`src/rtl/mult_wb_merge_pkg.sv`:
```
// Types shared between the multiplier top and its writeback merge unit:
// the result bus record and the register-file write source tag.
package mult_wb_pkg;

  localparam int DATA_W = 32;
  localparam int ADDR_W = 5;

  typedef struct packed {
    logic [DATA_W-1:0] result;
    logic [ADDR_W-1:0] rd;
    logic              ready;
  } mult_bus;

  // Which requester owns the register-file write port this cycle.
  typedef enum logic [1:0] {
    WB_NONE,
    WB_ALU,
    WB_FIFO,
    WB_BYPASS
  } wb_src_e;

endpackage

```
`src/rtl/mult_wb_merge_if.sv`:
```
// Signal bundle between the pipeline and the multiply writeback merge unit.
// The multiplier result is a one-cycle strobe (i_mult_ready): there is no ready back-pressure,
// so the consumer must accept it in the cycle it is presented (write, buffer, or flag overflow).
import mult_wb_pkg::*;

interface mult_wb_merge_if #(
  parameter int DEPTH = 4
);
  logic                  i_mult_ready;
  logic [ADDR_W-1:0]     i_mult_rd;
  logic [DATA_W-1:0]     i_mult_result;
  logic                  i_alu_wb_en;
  logic [ADDR_W-1:0]     i_alu_wb_rd;
  logic [DATA_W-1:0]     i_alu_wb_data;
  logic                  i_issue_mult;
  logic [ADDR_W-1:0]     i_issue_rd;
  logic [ADDR_W-1:0]     i_src_rs;
  logic [ADDR_W-1:0]     i_src_rt;
  logic [ADDR_W-1:0]     i_dst_rd;
  logic                  o_rf_we;
  logic [ADDR_W-1:0]     o_rf_waddr;
  logic [DATA_W-1:0]     o_rf_wdata;
  logic                  o_stall;
  logic                  o_mult_block;
  logic [$clog2(DEPTH):0]   o_fifo_count;
  logic                  o_overflow;
  wb_src_e               dbg_wb_src;
  logic [$clog2(DEPTH)+1:0] dbg_inflight;

  modport slave (
    input  i_mult_ready, i_mult_rd, i_mult_result,
    input  i_alu_wb_en, i_alu_wb_rd, i_alu_wb_data,
    input  i_issue_mult, i_issue_rd,
    input  i_src_rs, i_src_rt, i_dst_rd,
    output o_rf_we, o_rf_waddr, o_rf_wdata,
    output o_stall, o_mult_block, o_fifo_count, o_overflow,
    output dbg_wb_src, dbg_inflight
  );

  modport master (
    output i_mult_ready, i_mult_rd, i_mult_result,
    output i_alu_wb_en, i_alu_wb_rd, i_alu_wb_data,
    output i_issue_mult, i_issue_rd,
    output i_src_rs, i_src_rt, i_dst_rd,
    input  o_rf_we, o_rf_waddr, o_rf_wdata,
    input  o_stall, o_mult_block, o_fifo_count, o_overflow,
    input  dbg_wb_src, dbg_inflight
  );

endinterface

```
`src/rtl/mult_wb_merge_fifo.sv`:
```
// Synchronous FIFO of multiplier results. A push into a full FIFO is accepted
// only when a pop frees the head slot in the same cycle; otherwise it is dropped.
import mult_wb_pkg::*;

module mult_result_fifo #(
  parameter int DEPTH = 4
) (
  input  logic                   clk,
  input  logic                   rst,
  input  logic                   push,
  input  logic                   pop,
  input  mult_bus                din,
  output mult_bus                dout,
  output logic                   full,
  output logic                   empty,
  output logic [$clog2(DEPTH):0] count
);

  localparam int PW = $clog2(DEPTH);
  localparam int CW = PW + 1;

  mult_bus         mem [DEPTH];
  logic [PW-1:0]   wptr;
  logic [PW-1:0]   rptr;
  logic [CW-1:0]   cnt;
  logic            do_push;
  logic            do_pop;

  assign empty   = (cnt == '0);
  assign full    = (cnt == CW'(DEPTH));
  assign do_pop  = pop && !empty;
  assign do_push = push && (!full || do_pop);
  assign dout    = mem[rptr];
  assign count   = cnt;

  always_ff @(posedge clk) begin
    if (rst) begin
      wptr <= '0;
      rptr <= '0;
      cnt  <= '0;
    end else begin
      if (do_push) wptr <= wptr + PW'(1);
      if (do_pop)  rptr <= rptr + PW'(1);
      case ({do_push, do_pop})
        2'b10:   cnt <= cnt + CW'(1);
        2'b01:   cnt <= cnt - CW'(1);
        default: cnt <= cnt;
      endcase
    end
  end

  // Storage carries no reset; validity is tracked by the pointers alone.
  always_ff @(posedge clk) begin
    if (do_push) mem[wptr] <= din;
  end

endmodule

```
`src/rtl/mult_wb_merge.sv`:
```
// Merges multiplier results with ALU/load writeback onto the single RF write port,
// tracks pending multiply destinations and raises decode stall / issue throttle.
import mult_wb_pkg::*;

module mult_wb_merge #(
  parameter int DEPTH = 4
) (
  input  logic            i_clk,
  input  logic            i_rst,
  mult_wb_merge_if.slave  bus
);

  localparam int CW   = $clog2(DEPTH) + 1;
  localparam int IW   = $clog2(DEPTH) + 2;
  localparam int SW   = IW + 1;
  localparam int NREG = 1 << ADDR_W;

  mult_bus           in_bus;
  mult_bus           fifo_head;
  logic              fifo_full;
  logic              fifo_empty;
  logic [CW-1:0]     fifo_count;
  logic              fifo_push;
  logic              fifo_pop;
  wb_src_e           sel;
  logic [IW-1:0]     inflight;
  logic [SW-1:0]     occupancy;
  logic              mult_block;
  logic [NREG-1:0]   pend;
  logic              clr_en;
  logic [ADDR_W-1:0] clr_rd;
  logic              overflow;
  logic              rf_we;
  logic [ADDR_W-1:0] rf_waddr;
  logic [DATA_W-1:0] rf_wdata;

  assign in_bus.result = bus.i_mult_result;
  assign in_bus.rd     = bus.i_mult_rd;
  assign in_bus.ready  = bus.i_mult_ready;

  mult_result_fifo #(.DEPTH(DEPTH)) u_fifo (
    .clk   (i_clk),
    .rst   (i_rst),
    .push  (fifo_push),
    .pop   (fifo_pop),
    .din   (in_bus),
    .dout  (fifo_head),
    .full  (fifo_full),
    .empty (fifo_empty),
    .count (fifo_count)
  );

  // Port priority: ALU, then buffered results (keeps per-rd order), then bypass.
  always_comb begin
    sel = WB_NONE;
    if (bus.i_alu_wb_en)                   sel = WB_ALU;
    else if (!fifo_empty && fifo_head.ready) sel = WB_FIFO;
    else if (bus.i_mult_ready)             sel = WB_BYPASS;
  end

  assign fifo_push = bus.i_mult_ready && (sel != WB_BYPASS);
  assign fifo_pop  = (sel == WB_FIFO);

  always_ff @(posedge i_clk) begin
    if (i_rst) begin
      rf_we    <= 1'b0;
      rf_waddr <= '0;
      rf_wdata <= '0;
    end else begin
      rf_we <= (sel != WB_NONE);
      case (sel)
        WB_ALU: begin
          rf_waddr <= bus.i_alu_wb_rd;
          rf_wdata <= bus.i_alu_wb_data;
        end
        WB_FIFO: begin
          rf_waddr <= fifo_head.rd;
          rf_wdata <= fifo_head.result;
        end
        WB_BYPASS: begin
          rf_waddr <= bus.i_mult_rd;
          rf_wdata <= bus.i_mult_result;
        end
        default: begin
          rf_waddr <= rf_waddr;
          rf_wdata <= rf_wdata;
        end
      endcase
    end
  end

  // Drop-on-full is sticky so software can see a lost result after the fact.
  always_ff @(posedge i_clk) begin
    if (i_rst)                                      overflow <= 1'b0;
    else if (fifo_push && fifo_full && !fifo_pop)   overflow <= 1'b1;
  end

  // Floor at zero so a stray ready without an issue cannot wrap the counter.
  always_ff @(posedge i_clk) begin
    if (i_rst) begin
      inflight <= '0;
    end else if (bus.i_issue_mult && !bus.i_mult_ready) begin
      inflight <= inflight + IW'(1);
    end else if (bus.i_mult_ready && !bus.i_issue_mult && (inflight != '0)) begin
      inflight <= inflight - IW'(1);
    end
  end

  assign occupancy  = SW'(inflight) + SW'(fifo_count);
  assign mult_block = (occupancy >= SW'(DEPTH));

  assign clr_en = (sel == WB_FIFO) || (sel == WB_BYPASS);
  assign clr_rd = (sel == WB_FIFO) ? fifo_head.rd : bus.i_mult_rd;

  // Set is written after clear so a same-cycle set on the same bit wins.
  always_ff @(posedge i_clk) begin
    if (i_rst) begin
      pend <= '0;
    end else begin
      if (clr_en) pend[clr_rd] <= 1'b0;
      if (bus.i_issue_mult && (bus.i_issue_rd != '0)) pend[bus.i_issue_rd] <= 1'b1;
    end
  end

  always_comb begin
    bus.o_stall = 1'b0;
    if ((bus.i_src_rs != '0) && pend[bus.i_src_rs]) bus.o_stall = 1'b1;
    if ((bus.i_src_rt != '0) && pend[bus.i_src_rt]) bus.o_stall = 1'b1;
    if ((bus.i_dst_rd != '0) && pend[bus.i_dst_rd]) bus.o_stall = 1'b1;
    if (bus.i_issue_mult && mult_block)              bus.o_stall = 1'b1;
  end

  assign bus.o_rf_we      = rf_we;
  assign bus.o_rf_waddr   = rf_waddr;
  assign bus.o_rf_wdata   = rf_wdata;
  assign bus.o_mult_block = mult_block;
  assign bus.o_fifo_count = fifo_count;
  assign bus.o_overflow   = overflow;
  assign bus.dbg_wb_src   = sel;
  assign bus.dbg_inflight = inflight;

endmodule

```
`src/flat_wrapper.sv`:
```
// flat-port wrapper written by rule: the top's interface ports become plain ports
module mult_wb_merge_flat 
#(
  parameter int DEPTH = 4
)
  (i_clk, i_rst, bus_i_mult_ready, bus_i_mult_rd, bus_i_mult_result, bus_i_alu_wb_en, bus_i_alu_wb_rd, bus_i_alu_wb_data, bus_i_issue_mult, bus_i_issue_rd, bus_i_src_rs, bus_i_src_rt, bus_i_dst_rd, bus_o_rf_we, bus_o_rf_waddr, bus_o_rf_wdata, bus_o_stall, bus_o_mult_block, bus_o_fifo_count, bus_o_overflow, bus_dbg_wb_src, bus_dbg_inflight);
  mult_wb_merge_if #(.DEPTH(DEPTH)) bus_i ();
  input  logic i_clk;
  input  logic i_rst;
  input wire logic [$bits(bus_i.i_mult_ready)-1:0] bus_i_mult_ready;
  input wire logic [$bits(bus_i.i_mult_rd)-1:0] bus_i_mult_rd;
  input wire logic [$bits(bus_i.i_mult_result)-1:0] bus_i_mult_result;
  input wire logic [$bits(bus_i.i_alu_wb_en)-1:0] bus_i_alu_wb_en;
  input wire logic [$bits(bus_i.i_alu_wb_rd)-1:0] bus_i_alu_wb_rd;
  input wire logic [$bits(bus_i.i_alu_wb_data)-1:0] bus_i_alu_wb_data;
  input wire logic [$bits(bus_i.i_issue_mult)-1:0] bus_i_issue_mult;
  input wire logic [$bits(bus_i.i_issue_rd)-1:0] bus_i_issue_rd;
  input wire logic [$bits(bus_i.i_src_rs)-1:0] bus_i_src_rs;
  input wire logic [$bits(bus_i.i_src_rt)-1:0] bus_i_src_rt;
  input wire logic [$bits(bus_i.i_dst_rd)-1:0] bus_i_dst_rd;
  output wire logic [$bits(bus_i.o_rf_we)-1:0] bus_o_rf_we;
  output wire logic [$bits(bus_i.o_rf_waddr)-1:0] bus_o_rf_waddr;
  output wire logic [$bits(bus_i.o_rf_wdata)-1:0] bus_o_rf_wdata;
  output wire logic [$bits(bus_i.o_stall)-1:0] bus_o_stall;
  output wire logic [$bits(bus_i.o_mult_block)-1:0] bus_o_mult_block;
  output wire logic [$bits(bus_i.o_fifo_count)-1:0] bus_o_fifo_count;
  output wire logic [$bits(bus_i.o_overflow)-1:0] bus_o_overflow;
  output wire logic [$bits(bus_i.dbg_wb_src)-1:0] bus_dbg_wb_src;
  output wire logic [$bits(bus_i.dbg_inflight)-1:0] bus_dbg_inflight;
  assign bus_i.i_mult_ready = bus_i_mult_ready;
  assign bus_i.i_mult_rd = bus_i_mult_rd;
  assign bus_i.i_mult_result = bus_i_mult_result;
  assign bus_i.i_alu_wb_en = bus_i_alu_wb_en;
  assign bus_i.i_alu_wb_rd = bus_i_alu_wb_rd;
  assign bus_i.i_alu_wb_data = bus_i_alu_wb_data;
  assign bus_i.i_issue_mult = bus_i_issue_mult;
  assign bus_i.i_issue_rd = bus_i_issue_rd;
  assign bus_i.i_src_rs = bus_i_src_rs;
  assign bus_i.i_src_rt = bus_i_src_rt;
  assign bus_i.i_dst_rd = bus_i_dst_rd;
  assign bus_o_rf_we = bus_i.o_rf_we;
  assign bus_o_rf_waddr = bus_i.o_rf_waddr;
  assign bus_o_rf_wdata = bus_i.o_rf_wdata;
  assign bus_o_stall = bus_i.o_stall;
  assign bus_o_mult_block = bus_i.o_mult_block;
  assign bus_o_fifo_count = bus_i.o_fifo_count;
  assign bus_o_overflow = bus_i.o_overflow;
  assign bus_dbg_wb_src = bus_i.dbg_wb_src;
  assign bus_dbg_inflight = bus_i.dbg_inflight;
  mult_wb_merge #(.DEPTH(DEPTH)) u_core (.i_clk(i_clk), .i_rst(i_rst), .bus(bus_i));
endmodule
```
`config.mk`:
```
export PLATFORM = sky130hd
export DESIGN_NAME = mult_wb_merge_flat
export DESIGN_NICKNAME = d
export VERILOG_FILES = /design/src/rtl/mult_wb_merge_pkg.sv /design/src/rtl/mult_wb_merge_if.sv /design/src/rtl/mult_wb_merge_fifo.sv /design/src/rtl/mult_wb_merge.sv /design/src/flat_wrapper.sv
export SDC_FILE = /design/constraint.sdc
export NUM_CORES = 1
export LEC_CHECK = 0
export CAP_MARGIN = 15
export CORE_MARGIN = 5
export CORE_UTILIZATION = 59
export DETAILED_ROUTE_END_ITERATION = 10
export PLACE_DENSITY = 0.87
export SLEW_MARGIN = 10
export SYNTH_ARGS = -nofsm -noshare
export SYNTH_HDL_FRONTEND = slang
export SYNTH_SLANG_ARGS = --single-unit
```
`constraint.sdc`:
```
create_clock -name i_clk -period 9.75 [get_ports i_clk]
set_clock_uncertainty 0.1 [all_clocks]
set_input_delay 2.925 -clock i_clk [delete_from_list [all_inputs] [get_ports i_clk]]
set_output_delay 2.925 -clock i_clk [all_outputs]
set_load 0.01 [all_outputs]
```
==> flow_summary.yaml <==
critical_path:
  critPathLaunchType: "input pin"
  crit_path_end_kind: "output port"
  worstPathMaxFanout: 10
  worst_ep_required_time_ps: 6730
  critPathArrivalTime_ps: 5660
  rrSetupSlack_ps: 6430
  crit_type: "input pin to output port"
drt:
  avgRoutedWirePerCell_um: 23.0
  ant_nets: 0
  first_pass_iters: 8
  viasPerCell: 6.49
  vias: 7609
  wl_mm: 27.0
  dr.first_iter.drc_count: 737
  drc: 0
synth:
  ys_ff_latch: 235
  avgSynthCellArea_um2: 13.4
  synth_edf_count: 152
  syn_inst: 791
  synth_seq_area_share_pct: 58.9
  syn-cell-area_um2: 10600
  ys.flop_type: "edfxtp_1"
  yosys_warnings: 0
  synth_fp_nets: 902
  synth.top_cells.by_area: "edfxtp_1 43%, dfxtp_1 16%, mux4_2 12%"
  yosysTopAreaCellShare_pct: 43.2
  synth_top_area_cell: "edfxtp_1"
  synthArstFlopShare_pct: 0
  synthDistinctLibCells: 48
clocking:
  cts_buffers: 24
  cts-hold-fix-buffers: 0
  post_cts_resized: 0
  clockBufferDepth: 3
  clkSinkCount: 235
  insertion_delay_ps: 510
  cts_tree: "done"
  root_buffer: "clkbuf_16"
  cts-htree-levels: 1
  cts_setup_buffers: 0
  clkTransAtPathRegs_ps: 60
status:
  run_status: "finished, final reports clean"
die:
  dieArea_um2: 20700
  io_pins: 149
  die_h_um: 144
  die_x_um: 144
  coreArea_um2: 17800
  initial_core_util_pct: 59.5
  rows: 49
timing:
  setup_viol: 0
  maxSlewHeadroom_pct: 23.8
  hold_viol: 0
  min_period_ps: 8680
  rsz0062_at_grt: "no"
  setup_ws_ps: 1070
  fin_tns_setup_ps: 0
  maxClockFrequency_mhz: 115
  maxSlewViolCount: 0
  whs_ps: 433
  fin_crit_sh_pct: 89.0
  tightestPinTransition_ps: 1140
layout:
  antenna-diode-count: 0
  regArea_um2: 6230
  layout_commonest_cell: "edfxtp_1"
  drive_above_1_share_pct: 12.5
  fin_nets: 1036
  fillCellCount: 1146
  finalNonFillerCells: 1172
  area_delta_synth_final_pct: 23.0
  final_design_area_no_fill_um2: 13000
  multiInputGateArea_um2: 4080
  final_cell_mix: "152 x edfxtp_1, 148 x clkdlybuf4s50_1, 101 x nor2_1"
place:
  place_area_um2: 12200
  numPlacedInstances: 1128
  io_buffers: 148
  routabilityCongestion: 0.983
  place.detailed.hpwl_mm: 17.0
  post-place-ws_ps: 1040
global_routing:
  antenna_found_initial: 0
  grt_start_max_net_pins: 81
  grt_pass1_vias: 7833
  grt_pass1_wl_mm: 42.2
  grt_remaining_overflow: 0
  grt_use_total_pct: 26.2
pwr:
  p_leak_uw: 0.00433
  irDropWorstVdd_v: 0.000150
  p_per_area_nw_per_um2: 189
min_path:
  hold_path.class: "flop to flop"
job:
  drv_cap: 0
==> metrics by stage <==
step           power (uW)  util, %
2_1_floorplan        1380        -
3_3_place_gp         1530     68.7
3_5_place_dp         1540     68.7
4_1_cts              2470     73.2
5_1_grt              2550     73.2
6_report             2460     73.2
==> report_power, final <==
part / internal, uW / total [uW] / leakage (uW) / switching, uW
Clock: 556 / 931 / 0.000388 / 374
Sequential: 1110 / 1140 / 0.00206 / 27.8
Combinational: 185 / 389 / 0.00188 / 203
==> final timing paths <==
check	from	end	cells after the start
min	u_core.u_fifo.rptr[1]$_SDFFE_PP0P_	u_core.u_fifo.rptr[1]$_SDFFE_PP0P_	2
min reg2reg	u_core.u_fifo.rptr[1]$_SDFFE_PP0P_	u_core.u_fifo.rptr[1]$_SDFFE_PP0P_	2
max	bus_i_src_rs[0]	bus_o_stall	6
max reg2reg	flop	u_core.u_fifo.mem[1][21]$_DFFE_PP_	5
==> Yosys cell counts, drive strengths merged, types with 14 or more instances <==
master  instances
mux4           58
mux2i          20
clkbuf         34
a311oi         14
buf            19
nor2          101
dfxtp          83
o21a           37
edfxtp        152
a21oi          75
o221ai         37
o21ai          15
nand2          14
==> layer usage <==
layer	up-vias	track usage, %	part of all wire, %
met5	-	0	0
met4	0	9.61	3.9
met3	102	6.69	9.9
met2	412	42.3	48
met1	3699	34.7	38
li1	3396	-	-
==> registers in the layout, summed over array words and instances (netlist names), named ones only <==
signal and flops:
u_core.pend 31, u_core.u_fifo.mem 152, u_core.u_fifo.rptr 2, u_core.bus.dbg_inflight 4, u_core.bus.o_rf_we 1, u_core.u_fifo.wptr 2, u_core.bus.o_overflow 1, u_core.bus.o_rf_waddr 5
u_core.u_fifo.count 3, u_core.bus.o_rf_wdata 32
==> critical path, cell delays in order <==
cell and delay (ps):
clkdlybuf4s50_1 830, mux4_2 570, mux4_2 470, a211oi_1 270, nand3_1 100, clkdlybuf4s50_1 490
==> cell families (layout without fill, tap and decap cells) <==
logic type	after synthesis	count (layout)	synth area share (%)
compound gates	214	214	13.8
xor+xnor	8	8	0.663
fa+ha+maj	12	12	1.63
buf+inv	63	215	2.56
flops	235	235	58.9
mux	82	82	14.7
simple gates	177	177	7.79
==> area by class of cell <==
| class | count | share of cell area, % |
|---|---|---|
| Sequential cell | 235 | 47.9 |
| Multi-Input combinational cell | 493 | 31.4 |
| Tap cell | 229 | 2.20 |
| Timing Repair Buffer | 161 | 12.1 |
| Clock buffer | 32 | 5.09 |
| Inverter | 10 | 0.289 |
| Clock inverter | 12 | 1.06 |
(Power assumes the default switching activity.)
